$ cat src/rtl/sgf_norm_round_pkg.sv
// sgf_norm_round_pkg: FSM state encoding and significand/exponent widths for the
// single and double precision multiplier paths.
package sgf_norm_round_pkg;
    localparam int SGL_SW = 24;
    localparam int SGL_EW = 8;
    localparam int DBL_SW = 53;
    localparam int DBL_EW = 11;
    typedef enum logic [2:0] {IDLE, NORM, ROUND, ADJ, DONE} state_t;
endpackage

$ cat src/rtl/RegisterAdd.sv
// RegisterAdd: load-enabled capture register with synchronous active-high reset.
module RegisterAdd #(
    parameter int W = 8
) (
    input  logic         clk,
    input  logic         rst,
    input  logic         load,
    input  logic [W-1:0] d,
    output logic [W-1:0] q
);
    always_ff @(posedge clk) q <= rst ? '0 : load ? d : q;
endmodule

$ cat src/rtl/sgf_norm_round.sv
// sgf_norm_round: normalizes the 2*SW-bit significand product, rounds to nearest
// even and clamps the exponent to overflow/underflow/zero results.
module sgf_norm_round
    import sgf_norm_round_pkg::*;
#(
    parameter int SW = SGL_SW,
    parameter int EW = SGL_EW
) (
    input  logic            clk,
    input  logic            rst,
    input  logic            load_i,
    input  logic [2*SW-1:0] sgf_product_i,
    input  logic [EW+1:0]   exp_i,
    output logic            ready_o,
    output logic            done_o,
    output logic [SW-2:0]   sgf_o,
    output logic [EW-1:0]   exp_o,
    output logic            overflow_o,
    output logic            underflow_o
);
    localparam logic signed [EW+1:0] EXP_MAX = (EW+2)'(2**EW - 1);
    localparam logic signed [EW+1:0] EXP_ONE = (EW+2)'(1);
    state_t                 state, next_state;
    logic [2*SW+EW+1:0]     cap_q;
    logic [2*SW-1:0]        p;
    logic signed [EW+1:0]   e;
    logic [SW-1:0]          sig_r;
    logic                   g_r, s_r;
    logic signed [EW+1:0]   exp_r;
    logic                   inc, accept, fin, zero, ovf, unf;
    logic [SW:0]            sum;
    logic [SW-1:0]          fin_sig;
    logic signed [EW+1:0]   fin_exp;
    assign accept = load_i & ready_o;
    RegisterAdd #(.W(2*SW+EW+2)) u_cap (
        .clk  (clk),
        .rst  (rst),
        .load (accept),
        .d    ({sgf_product_i, exp_i}),
        .q    (cap_q)
    );
    assign {p, e} = cap_q;
    assign inc = g_r & (s_r | sig_r[0]);
    assign sum = {1'b0, sig_r} + (SW+1)'(inc);
    always_ff @(posedge clk) state <= rst ? IDLE : next_state;
    always_comb begin
        next_state = state;
        case (state)
            IDLE, DONE: next_state = load_i ? NORM : state;
            NORM:       next_state = ROUND;
            ROUND:      next_state = sum[SW] ? ADJ : DONE;
            ADJ:        next_state = DONE;
            default:    next_state = IDLE;
        endcase
    end
    always_comb begin
        ready_o = state == IDLE || state == DONE;
        done_o  = state == DONE;
        fin     = (state == ROUND && !sum[SW]) || state == ADJ;
    end
    // A rounding carry leaves the significand at exactly 1.000..0, one binade up.
    always_comb begin
        fin_sig = state == ADJ ? {1'b1, {(SW-1){1'b0}}} : sum[SW-1:0];
        fin_exp = state == ADJ ? exp_r + EXP_ONE : exp_r;
        zero    = fin_sig == '0;
        ovf     = !zero && fin_exp >= EXP_MAX;
        unf     = !zero && !ovf && (fin_exp[EW+1] || fin_exp == '0);
    end
    always_ff @(posedge clk) begin
        if (rst) begin
            sig_r       <= '0;
            g_r         <= 1'b0;
            s_r         <= 1'b0;
            exp_r       <= '0;
            sgf_o       <= '0;
            exp_o       <= '0;
            overflow_o  <= 1'b0;
            underflow_o <= 1'b0;
        end else begin
            if (state == NORM) begin
                sig_r <= p[2*SW-1] ? p[2*SW-1:SW] : p[2*SW-2:SW-1];
                g_r   <= p[2*SW-1] ? p[SW-1] : p[SW-2];
                s_r   <= p[2*SW-1] ? |p[SW-2:0] : |p[SW-3:0];
                exp_r <= p[2*SW-1] ? e + EXP_ONE : e;
            end
            if (accept) begin
                overflow_o  <= 1'b0;
                underflow_o <= 1'b0;
            end
            if (fin) begin
                overflow_o  <= ovf;
                underflow_o <= unf;
                sgf_o       <= (zero || ovf || unf) ? '0 : fin_sig[SW-2:0];
                exp_o       <= (zero || unf) ? '0 : ovf ? '1 : fin_exp[EW-1:0];
            end
        end
    end
endmodule

$ cat config.mk
export PLATFORM = sky130hd
export DESIGN_NAME = sgf_norm_round
export DESIGN_NICKNAME = d
export VERILOG_FILES = /design/src/rtl/sgf_norm_round_pkg.sv /design/src/rtl/RegisterAdd.sv /design/src/rtl/sgf_norm_round.sv
export SDC_FILE = /design/constraint.sdc
export NUM_CORES = 1
export LEC_CHECK = 0
export BUFFER_PORTS_ARGS = -buffer_cell sky130_fd_sc_hd__buf_2
export CORE_ASPECT_RATIO = 0.5
export CORE_MARGIN = 2
export CORE_UTILIZATION = 45
export DETAILED_ROUTE_END_ITERATION = 8
export PLACE_DENSITY = 0.66
export SLEW_MARGIN = 25
export SYNTH_ARGS = -nofsm -noshare
export SYNTH_HDL_FRONTEND = slang
export SYNTH_SLANG_ARGS = --single-unit
$ cat constraint.sdc
create_clock -name clk -period 3.7 [get_ports clk]
set_input_delay 0.185 -clock clk [delete_from_list [all_inputs] [get_ports clk]]
set_output_delay 0.185 -clock clk [all_outputs]
set_load 0.01 [all_outputs]
==> results.cfg <==
[logic_synthesis]
synth_top_flop_cell = dfxtp_1
ys_ff_latch = 130
syn_area_per_cell_um2 = 8.26
netlist_instances = 719
ys_types = 52
syn_area_um2 = 5940
syn_nets = 783
synth_seq_area_share_pct = 43.8
async_flop_share_pct = 0
ys_warn_count = 0
synth_edf_count = 0

[setup_path]
crit_path_cell_trace = nand4_1 > nor3_2 > nand4_1 > xnor2_1 > or4_1 > a2111oi_4 > o31ai_1
crit_cells = 7
crit_type = reg -> reg
crit_family = simple AND/OR/NAND/NOR gates
critPathMaxStageDelay_ns = 0.67
cp.arrival_ns = 3.61
worstSetupEndpointType = flop
required_ns = 3.97
cp_max_fo = 13
slowest_stage = a2111oi_4
startpoint_type = flop
cpMostUsedCell = nand4_1
reg2reg_depth = 7
crit_buf_inv = 0

[sta]
hold_violations = 0
post-route-period-util_pct = 90.1
rsz0062_at_grt = no
holdWs_ns = 0.00627
skew_ns = 0.0101
max_slew_margin_pct = 38.9
setup_violations = 0
slew_viol_final = 0
min_period_ns = 3.33
worstMarginPinSlew_ns = 0.913
fin_tns_setup_ns = 0
fmax_ghz = 0.300

[route]
wirelength_um = 15000
dr_wl_met2_um = 5720
drc = 0
num_vias = 5251
detail_route.iter0.violations = 292
wl_met1_um = 8280
wl_met3_um = 852
viasPerCell = 5.27
drtPass1Iterations = 5
antenna_left = 0
wl_per_cell_um = 15.1
highest_layer = met5

[layout]
n_fill_cell = 1198
final_util_pct = 57.7
areaGrowthSynthToFinish_pct = 24.1
drive_above_1_share_pct = 18.7
multi_input_area_um2 = 3120
layout_commonest_cell = nand2_1
nets = 875
final_cell_mix = nand2_1 (140), dfxtp_1 (130), buf_2 (95)
fin_cells = 996
ff_latch_area_um2 = 2600
final_area_um2 = 7370

[clock_network]
cts_root_buf = clkbuf_16
clkSinkCount = 130
tritoncts = done
cts_buffers = 17
h-tree-depth = 4
clock_latency_ns = 0.42
clkTransAtPathRegs_ns = 0.06
clockBufferDepth = 2

[die]
die_y_um = 85.2
rows = 29
core-area_um2 = 12800
die_x_um = 166
io_pins = 96
start_util_pct = 46.5
dieArea_um2 = 14200

[placement]
dp_cells = 945
gp_congestion = 0.828
io_buffers = 95
placed_area_um2 = 6550
dpl.hpwl_um = 10300

[flow_run]
cap_violations = 0

[power_and_ir_drop]
pwr-share-comb_pct = 10.5
p_leak_nw = 2.81
ir_drop_v = 0.000258
p_sw_share_pct = 24.6
switching_power_mw = 0.927
seqPwrFrac_pct = 41.2
p_clk_share_pct = 48.3
internal-power_mw = 2.85
power.density_nw_per_um2 = 512

[global_route]
grt_pass1_wl_um = 24700
antenna_found_initial = 3
grt.overflow.total = 0
grt_usage_pct = 21.7
grt_pass1_vias = 4766
grt_max_degree = 73

[status]
run_status = finished, final reports clean

[min_path]
worstHoldPathCells = 3
hp-class = in -> reg
==> cell type report <==
cell class / instances / area share [%]
Antenna cell: 2 / 0.0679
Inverter: 10 / 0.509
Clock buffer: 23 / 6.62
Multi-Input combinational cell: 526 / 42.4
Tap cell: 170 / 2.89
Timing Repair Buffer: 126 / 10.2
Clock inverter: 9 / 2.05
Sequential cell: 130 / 35.3
==> worst paths after layout <==
| check | startpoint | to | slack, ns |
|---|---|---|---|
| min reg2reg | exp_o[5] | exp_o[5] | 0.45 |
| max reg2reg | sig_r[10] | exp_o[0] | 0.37 |
| max | sig_r[10] | exp_o[0] | 0.37 |
| min | exp_i[9] | u_cap.q[9] | 0.006 |
==> registers in the layout, indices dropped and copies added (netlist names) <==
| name | flops |
|---|---|
| sig_r | 24 |
| underflow_o | 1 |
| sgf_o | 23 |
| exp_r | 10 |
| s_r | 1 |
| g_r | 1 |
| exp_o | 8 |
| state | 3 |
| overflow_o | 1 |
| u_cap.q | 58 |
==> layer usage <==
metal,vias to the layer above,GRT usage (%)
met1,2379,33.3
met5,-,0
li1,2721,-
met2,133,29.0
met3,16,6.11
met4,2,6.58
==> cells in the mapped netlist, drive strengths merged, types with 3 or more instances <==
library cell / number / area share, %
a2111oi: 3 / 0.86
ha: 3 / 0.63
xnor2: 30 / 4.4
a211oi: 37 / 4.7
nand4: 17 / 1.8
a22o: 22 / 3.2
nand3: 21 / 1.8
nor4: 14 / 1.5
buf: 6 / 0.42
or2: 3 / 0.32
a41oi: 3 / 0.44
nor2: 69 / 4.4
dfxtp: 130 / 44
a21oi: 62 / 5.2
mux2i: 27 / 4.6
nand4b: 3 / 0.44
and2: 8 / 0.84
xor2: 10 / 1.5
nor3: 11 / 1.1
nand2b: 3 / 0.32
and3: 3 / 0.32
nand2: 141 / 8.9
o31ai: 9 / 1.1
clkbuf: 47 / 3.0
inv: 10 / 0.63
==> stage by stage <==
stage                     total power [mW]  setup slack [ns]
final                                 3.77             0.367
after global routing                  3.90            0.0561
after CTS                             3.79             0.271
after detailed placement              1.97             0.295
after global placement                1.96             0.385
after floorplan                       1.84             0.771
==> power groups by stage <==
stage	logic, mW	clock network, mW	registers, mW
2_1_floorplan	0.287	0	1.55
3_3_place_gp	0.377	0	1.58
3_5_place_dp	0.382	0	1.58
4_1_cts	0.398	1.84	1.55
5_1_grt	0.442	1.89	1.57
6_report	0.396	1.82	1.56
==> logic make-up after synthesis <==
kind of cell / synth area share (%)
adder cells (fa/ha/maj): 0.632
AO/OA/AOI/OAI: 17.9
AND/OR/NAND/NOR: 23.1
flip-flops: 43.8
XOR/XNOR: 5.90
buffers and inverters: 4.07
multiplexers: 4.55
==> tightest hold or removal path, delay by kind of cell <==
family	cells	cell delay [ns]
compound gates	1	0.05
buf+inv	1	0.09
simple gates	1	0.04
==> what timing repair did <==
action,CTS,global route
resized for setup,0,1
hold endpoints to repair,17,0
setup buffers,0,0
setup endpoints to repair,0,4
hold buffers,17,0
No activity file was read; power rests on OpenSTA's default activity.
